**config.mk**
```make
export PLATFORM = sky130hd
export DESIGN_NAME = op2_shifter
export DESIGN_NICKNAME = d
export VERILOG_FILES = /design/src/rtl/op2_pkg.sv /design/src/rtl/op2_step_unit.sv /design/src/rtl/op2_shifter.sv
export SDC_FILE = /design/constraint.sdc
export NUM_CORES = 1
export LEC_CHECK = 0
export CORE_UTILIZATION = 48
export CTS_CLUSTER_SIZE = 10
export DETAILED_ROUTE_END_ITERATION = 8
export HOLD_SLACK_MARGIN = 0.06
export PLACE_DENSITY_LB_ADDON = 0.08
export REMOVE_ABC_BUFFERS = 1
export SETUP_SLACK_MARGIN = 0.02
export SLEW_MARGIN = 20
export SYNTH_ARGS = -nofsm -noshare
export SYNTH_HDL_FRONTEND = slang
export SYNTH_HIERARCHICAL = 1
export SYNTH_SLANG_ARGS = --single-unit
```
**constraint.sdc**
```tcl
create_clock -name clk -period 2.62 [get_ports clk]
set_input_delay 0.655 -clock clk [delete_from_list [all_inputs] [get_ports clk]]
set_output_delay 0.655 -clock clk [all_outputs]
set_load 0.005 [all_outputs]
```
**src/rtl/op2_pkg.sv**
```systemverilog
// Purpose : shared types for the operand-2 stage: shift-type encoding, FSM states, datapath width.
// Latency : n/a (types and constants only).
// Backpressure: n/a.
package op2_pkg;

  localparam int WORD_W = 32;

  // Encoding matches instruction bits op2[6:5].
  typedef enum logic [1:0] {
    LSL = 2'b00,
    LSR = 2'b01,
    ASR = 2'b10,
    ROR = 2'b11
  } shift_t;

  typedef enum logic [1:0] {
    ST_IDLE  = 2'b00,
    ST_SHIFT = 2'b01,
    ST_DONE  = 2'b10
  } state_t;

endpackage

```
**src/rtl/op2_step_unit.sv**
```systemverilog
// Purpose : shifts a word plus carry by 0..STEP bit positions (LSL/LSR/ASR/ROR, or RRX).
// Latency : combinational.
// Backpressure: none; pure function of its inputs.
// Ports   : val/c = word and carry in, typ/rrx = operation, n = positions this step (<= STEP),
//           res/c_out = shifted word and last bit shifted out (c passes through when n == 0).
module op2_step_unit
  import op2_pkg::*;
#(
  parameter int STEP = 1
) (
  input  logic [WORD_W-1:0] val,
  input  logic              c,
  input  shift_t            typ,
  input  logic              rrx,
  input  logic [3:0]        n,
  output logic [WORD_W-1:0] res,
  output logic              c_out
);

  logic [WORD_W-1:0] v;
  logic              cc;
  logic              b;

  // Unrolled chain of single-bit steps; positions beyond n leave value and carry untouched.
  always_comb begin
    v  = val;
    cc = c;
    b  = 1'b0;
    for (int i = 0; i < STEP; i++) begin
      if (i < int'(n)) begin
        b = v[0];
        if (rrx) begin
          v  = {cc, v[WORD_W-1:1]};
          cc = b;
        end else begin
          case (typ)
            LSL: begin
              cc = v[WORD_W-1];
              v  = {v[WORD_W-2:0], 1'b0};
            end
            LSR: begin
              v  = {1'b0, v[WORD_W-1:1]};
              cc = b;
            end
            ASR: begin
              v  = {v[WORD_W-1], v[WORD_W-1:1]};
              cc = b;
            end
            default: begin
              // ROR: the bit rotated into [31] is also the carry
              v  = {b, v[WORD_W-1:1]};
              cc = b;
            end
          endcase
        end
      end
    end
    res   = v;
    c_out = cc;
  end

endmodule

```
**src/rtl/op2_shifter.sv**
```systemverilog
// Purpose : operand-2 generation (rotated imm8, or Rm shifted by imm/Rs amount) plus shifter carry-out.
// Latency : out_valid seen ceil(N_eff/STEP)+1 edges after accept; always 1 with OP2_BARREL_EN.
// Backpressure: one request in flight; result held in DONE until out_ready, in_ready low meanwhile.
// Ports   : clk, rst (async, active-high); in_valid/in_ready with imm_sel, op2[11:0], rm_val, rs_val, c_in;
//           out_valid/out_ready with op2_val, shift_c.
// Config  : define OP2_BARREL_EN for a single-cycle log-shifter datapath (STEP then unused).
module op2_shifter
  import op2_pkg::*;
#(
  parameter int STEP = 1
) (
  input  logic              clk,
  input  logic              rst,
  input  logic              in_valid,
  output logic              in_ready,
  input  logic              imm_sel,
  input  logic [11:0]       op2,
  input  logic [WORD_W-1:0] rm_val,
  input  logic [7:0]        rs_val,
  input  logic              c_in,
  output logic              out_valid,
  input  logic              out_ready,
  output logic [WORD_W-1:0] op2_val,
  output logic              shift_c
);

  state_t            state;

  logic [7:0]        amt;
  shift_t            sh_type;
  logic [WORD_W-1:0] dec_val;
  logic              dec_c;
  shift_t            dec_type;
  logic              dec_rrx;
  logic [5:0]        dec_n;

  assign amt     = op2[4] ? rs_val : {3'b000, op2[11:7]};
  assign sh_type = shift_t'(op2[6:5]);

  // Decode everything to (value, carry, op, count). Out-of-range amounts are folded so that
  // plain stepping by dec_n produces the architectural result: LSL/LSR > 32 start from a zero
  // word with zero carry, ASR > 32 behaves as ASR 32, ROR > 32 reduces mod 32 (0 -> 32).
  always_comb begin
    dec_val  = rm_val;
    dec_c    = c_in;
    dec_type = sh_type;
    dec_rrx  = 1'b0;
    dec_n    = amt[5:0];
    if (imm_sel) begin
      dec_val  = {{(WORD_W-8){1'b0}}, op2[7:0]};
      dec_type = ROR;
      dec_n    = {1'b0, op2[11:8], 1'b0};
    end else if (amt == 8'd0) begin
      dec_n = 6'd0;
      if (!op2[4]) begin
        case (sh_type)
          LSR, ASR: dec_n = 6'd32;
          ROR: begin
            dec_rrx = 1'b1;
            dec_n   = 6'd1;
          end
          default: dec_n = 6'd0;
        endcase
      end
    end else if (amt > 8'd32) begin
      dec_n = 6'd32;
      case (sh_type)
        LSL, LSR: begin
          dec_val = '0;
          dec_c   = 1'b0;
        end
        ROR:     dec_n = (amt[4:0] == 5'd0) ? 6'd32 : {1'b0, amt[4:0]};
        default: dec_n = 6'd32;
      endcase
    end
  end

`ifdef OP2_BARREL_EN
  // Whole shift in one go; returns {carry, word}.
  function automatic logic [WORD_W:0] barrel(input logic [WORD_W-1:0] val, input logic c,
                                             input shift_t typ, input logic rrx, input logic [5:0] n);
    logic [2*WORD_W-1:0] t;
    logic [WORD_W:0]     r;
    t = '0;
    r = {c, val};
    if (rrx) begin
      r = {val[0], c, val[WORD_W-1:1]};
    end else if (n != 6'd0) begin
      case (typ)
        LSL: begin
          t = {{WORD_W{1'b0}}, val} << n;
          r = {t[WORD_W], t[WORD_W-1:0]};
        end
        LSR: begin
          t = {val, {WORD_W{1'b0}}} >> n;
          r = {t[WORD_W-1], t[2*WORD_W-1:WORD_W]};
        end
        ASR: begin
          t = $signed({val, {WORD_W{1'b0}}}) >>> n;
          r = {t[WORD_W-1], t[2*WORD_W-1:WORD_W]};
        end
        default: begin
          t = {val, val} >> n;
          r = {t[WORD_W-1], t[WORD_W-1:0]};
        end
      endcase
    end
    return r;
  endfunction

  logic [WORD_W:0] bar_r;
  assign bar_r = barrel(dec_val, dec_c, dec_type, dec_rrx, dec_n);
`else
  logic [WORD_W-1:0] work_val;
  logic              work_c;
  shift_t            work_type;
  logic              work_rrx;
  logic [5:0]        cnt;
  logic [3:0]        step_n;
  logic [WORD_W-1:0] step_res;
  logic              step_c;

  // Full STEP per cycle, remainder on the last cycle.
  assign step_n = (cnt > 6'(STEP)) ? 4'(STEP) : cnt[3:0];

  op2_step_unit #(.STEP(STEP)) u_step (
    .val   (work_val),
    .c     (work_c),
    .typ   (work_type),
    .rrx   (work_rrx),
    .n     (step_n),
    .res   (step_res),
    .c_out (step_c)
  );
`endif

  always_ff @(posedge clk or posedge rst) begin
    if (rst) begin
      state     <= ST_IDLE;
      in_ready  <= 1'b0;
      out_valid <= 1'b0;
      op2_val   <= '0;
      shift_c   <= 1'b0;
`ifndef OP2_BARREL_EN
      work_val  <= '0;
      work_c    <= 1'b0;
      work_type <= LSL;
      work_rrx  <= 1'b0;
      cnt       <= '0;
`endif
    end else begin
      case (state)
        ST_IDLE: begin
          if (in_valid && in_ready) begin
            in_ready <= 1'b0;
`ifdef OP2_BARREL_EN
            op2_val   <= bar_r[WORD_W-1:0];
            shift_c   <= bar_r[WORD_W];
            out_valid <= 1'b1;
            state     <= ST_DONE;
`else
            work_val  <= dec_val;
            work_c    <= dec_c;
            work_type <= dec_type;
            work_rrx  <= dec_rrx;
            cnt       <= dec_n;
            if (dec_n == 6'd0) begin
              op2_val   <= dec_val;
              shift_c   <= dec_c;
              out_valid <= 1'b1;
              state     <= ST_DONE;
            end else begin
              state <= ST_SHIFT;
            end
`endif
          end else begin
            in_ready <= 1'b1;
          end
        end
        ST_SHIFT: begin
`ifdef OP2_BARREL_EN
          state    <= ST_IDLE;
          in_ready <= 1'b1;
`else
          work_val <= step_res;
          work_c   <= step_c;
          cnt      <= cnt - 6'(step_n);
          // Final step publishes the result directly so out_valid is not delayed a cycle.
          if (cnt <= 6'(STEP)) begin
            op2_val   <= step_res;
            shift_c   <= step_c;
            out_valid <= 1'b1;
            state     <= ST_DONE;
          end
`endif
        end
        ST_DONE: begin
          if (out_ready) begin
            out_valid <= 1'b0;
            in_ready  <= 1'b1;
            state     <= ST_IDLE;
          end
        end
        default: state <= ST_IDLE;
      endcase
    end
  end

endmodule

```
==> summary.txt <==
Status = finished clean
First drt pass iteration count = 5
Ant. Diodes = 0
Crit path time final = 2560 ps
Cell accounting for the most synthesized area = dfrtp_1
Synth Area in Adders = 0.0101
WP data arrival = 2810 ps
Crit Path Category = in2reg
XOR/XNOR Fraction of Synth Area = 0
Max frequency = 0.390 GHz
Gr ovfl total = 0
Reg2reg path depth = 9
Simple-gate portion of the synthesized area = 0.160
PnR worst setup slack = 59.0 ps
FP Rows = 36
Clk Latency, worst-skew pair = 370 ps
Layout cells sized above 1 = 0.156
Setup TNS = 0 ps
Synth Area in Compound Gates = 0.225
Routed vias = 4,539
Top_reg_cell synth = dfrtp_1
Main combinational cell family by area after synthesis = compound AO/OA/AOI/OAI gates
Root buffer selected by CTS = clkbuf_8
Worst Max-Slew Pin Slew = 997 ps
Hold EP = op2_val[25]
Final Cycle Share = 0.977
Slew margin rel. = 0.333
Core footprint = 9860 um2
CP startpoint kind = primary input
Max VDD drop = 0.539 mV
Synth Instances = 563
Sequential share of the synthesized area = 0.400
Post-Route Hold Slack = 486 ps
H-tree Lvls = 3
FF+latch count, synth = 79
Residual DRC = 0
Async SR Flop Fraction = 1.00
Final core occ = 0.664
Layout Area Growth over Synthesis = 32.6%
Synthesized area per cell = 8.78 um2
WP data required = 2870 ps
Post-synthesis mux area share = 0.143
RSZ-0062 raised after global routing = no
Post-Layout Inst Area = 6550 um2
Total CTS buffers = 9
CTS clk-pin slew, worst paths = 80 ps
Hold Crit Depth = 1
Reg2reg end = work_val[1]
Die area = 10,700 um2
Hpwl dp = 8.63 mm
Count leader, synth = nand2_1
Starting Density = 0.501
Final setup fails = 0
Post-synth top cells = nand2_1, dfrtp_1, o21ai_0, mux2i_1, o21ai_1
Final Skew = 8.79 ps
Pwr per Cell Area = 933 nW/um2
Final wirelength = 12.8 mm
Maxcap violations = 0
Yosys warnings = 6
Vias per std cell = 5.60
Cell Area, Placed = 6200 um2
Synth top area share = 0.400
Worst Setup End Kind = flop
Post-synth EDFFs = 0
GRT Overall Usage = 0.249
Port bufs = 92
First-pass GRT wire length = 20.6 mm
CP max FO = 7
GPL Wtd Cong = 0.835
Largest net degree at the start of global routing = 49
CTS Hold Buffers Added = 0
P_leak = 2.83 nW
R2R Path Start = cnt[4]
Die height = 103 um
CTS Buffer Depth = 2
Cell variety after synth = 47
I/O pin count = 93
Avg WL per Cell = 15.8 um
Post-Place Setup Slack = -416 ps
Drt first-iter violations = 178
Nets = 735
Post-DRT Antenna Nets = 0
Fillers = 809
Die width = 103 um
Reg-to-reg slack, setup = 270 ps
Worst min path class = reg2reg
Max Slew Vio Count = 0
Final hold vios = 0
Initial antenna violation count = 0
Synth top area cells = dfrtp_1, nand2_1, mux2i_1
Mapped Area = 4940 um2
Vias in the first global route = 4,350
CTS tree = done
Hold Startpoint = op2_val[25]
Clk sinks = 79
==> where the power goes <==
group	switching, W	leakage [nW]	internal (W)
clock network	0.000471	0.0997	0.000467
registers	0.000436	1.01	0.00173
logic	0.00153	1.72	0.00149
==> flip-flops by register name, indices dropped and copies added, names as in the netlist <==
signal,count
state,2
cnt,6
in_ready,1
op2_val,32
work_rrx,1
work_val,32
out_valid,1
work_c,1
shift_c,1
work_type,2
==> per-stage QoR <==
step / total power (W) / std cells
2_1_floorplan: 0.00382 / 525
3_3_place_gp: 0.00503 / 790
3_5_place_dp: 0.00513 / 790
4_1_cts: 0.00608 / 806
5_1_grt: 0.00661 / 811
6_report: 0.00612 / 811
==> placed cells by master (no fill, tap or decap), types with 10 or more instances in the layout <==
cell,Yosys,routed
a21oi_1,13,13
a2bb2oi_1,23,23
buf_4,3,34
clkbuf_8,0,10
clkdlybuf4s50_1,0,82
dfrtp_1,79,79
dlymetal6s2s_1,0,10
inv_1,17,16
mux2_1,22,22
mux2i_1,39,39
nand2_1,145,144
nor2_1,11,10
o21ai_0,50,48
o21ai_1,32,32
o21ai_2,20,22
==> critical path, cell delays in order <==
cell	delay (ps)
clkdlybuf4s50_1	440
or4_4	450
nand2_2	80
o21ai_2	70
o41ai_4	520
clkbuf_16	270
mux2_1	320
==> per-layer routing <==
layer | track usage | vias to the layer above | part of all wire
met4 | 0.0737 | 0 | 0.014
met5 | 0 | - | 0
li1 | - | 2202 | -
met1 | 0.327 | 2200 | 0.46
met2 | 0.416 | 121 | 0.48
met3 | 0.0511 | 16 | 0.045
==> final cells by class <==
type	count	area [um2]	area share
Multi-Input combinational cell	429	2740	0.418
Clock buffer	11	141	0.0216
Timing Repair Buffer	137	1410	0.214
Inverter	17	65.1	0.00993
Sequential cell	79	1980	0.302
Clock inverter	5	56.3	0.00859
Tap cell	133	166	0.0254
==> worst max path at each step <==
stage / from / to / cells past startpoint
final: op2[10] / shift_c / 7
after global routing: op2[10] / op2_val[10] / 7
after CTS: cnt[4] / work_val[1] / 9
after detailed placement: op2[10] / op2_val[0] / 8
after global placement: op2[10] / op2_val[18] / 7
after floorplan: cnt[4] / op2_val[31] / 8
==> kinds of logic (layout without fill, tap and decap cells) <==
family                   Yosys count  in the layout
AND/OR/NAND/NOR                  185            185
flip-flops                        79             79
other                              1              3
adder cells (fa/ha/maj)            4              4
multiplexers                      67             67
AO/OA/AOI/OAI                    170            170
buffers and inverters             57            170
==> what timing repair did <==
item,CTS,global route
resized for setup,2,23
endpoints found under the setup margin,10,41
setup buffers,0,2
pin swaps,0,5
gates cloned,0,3
(Power assumes the default switching activity.)
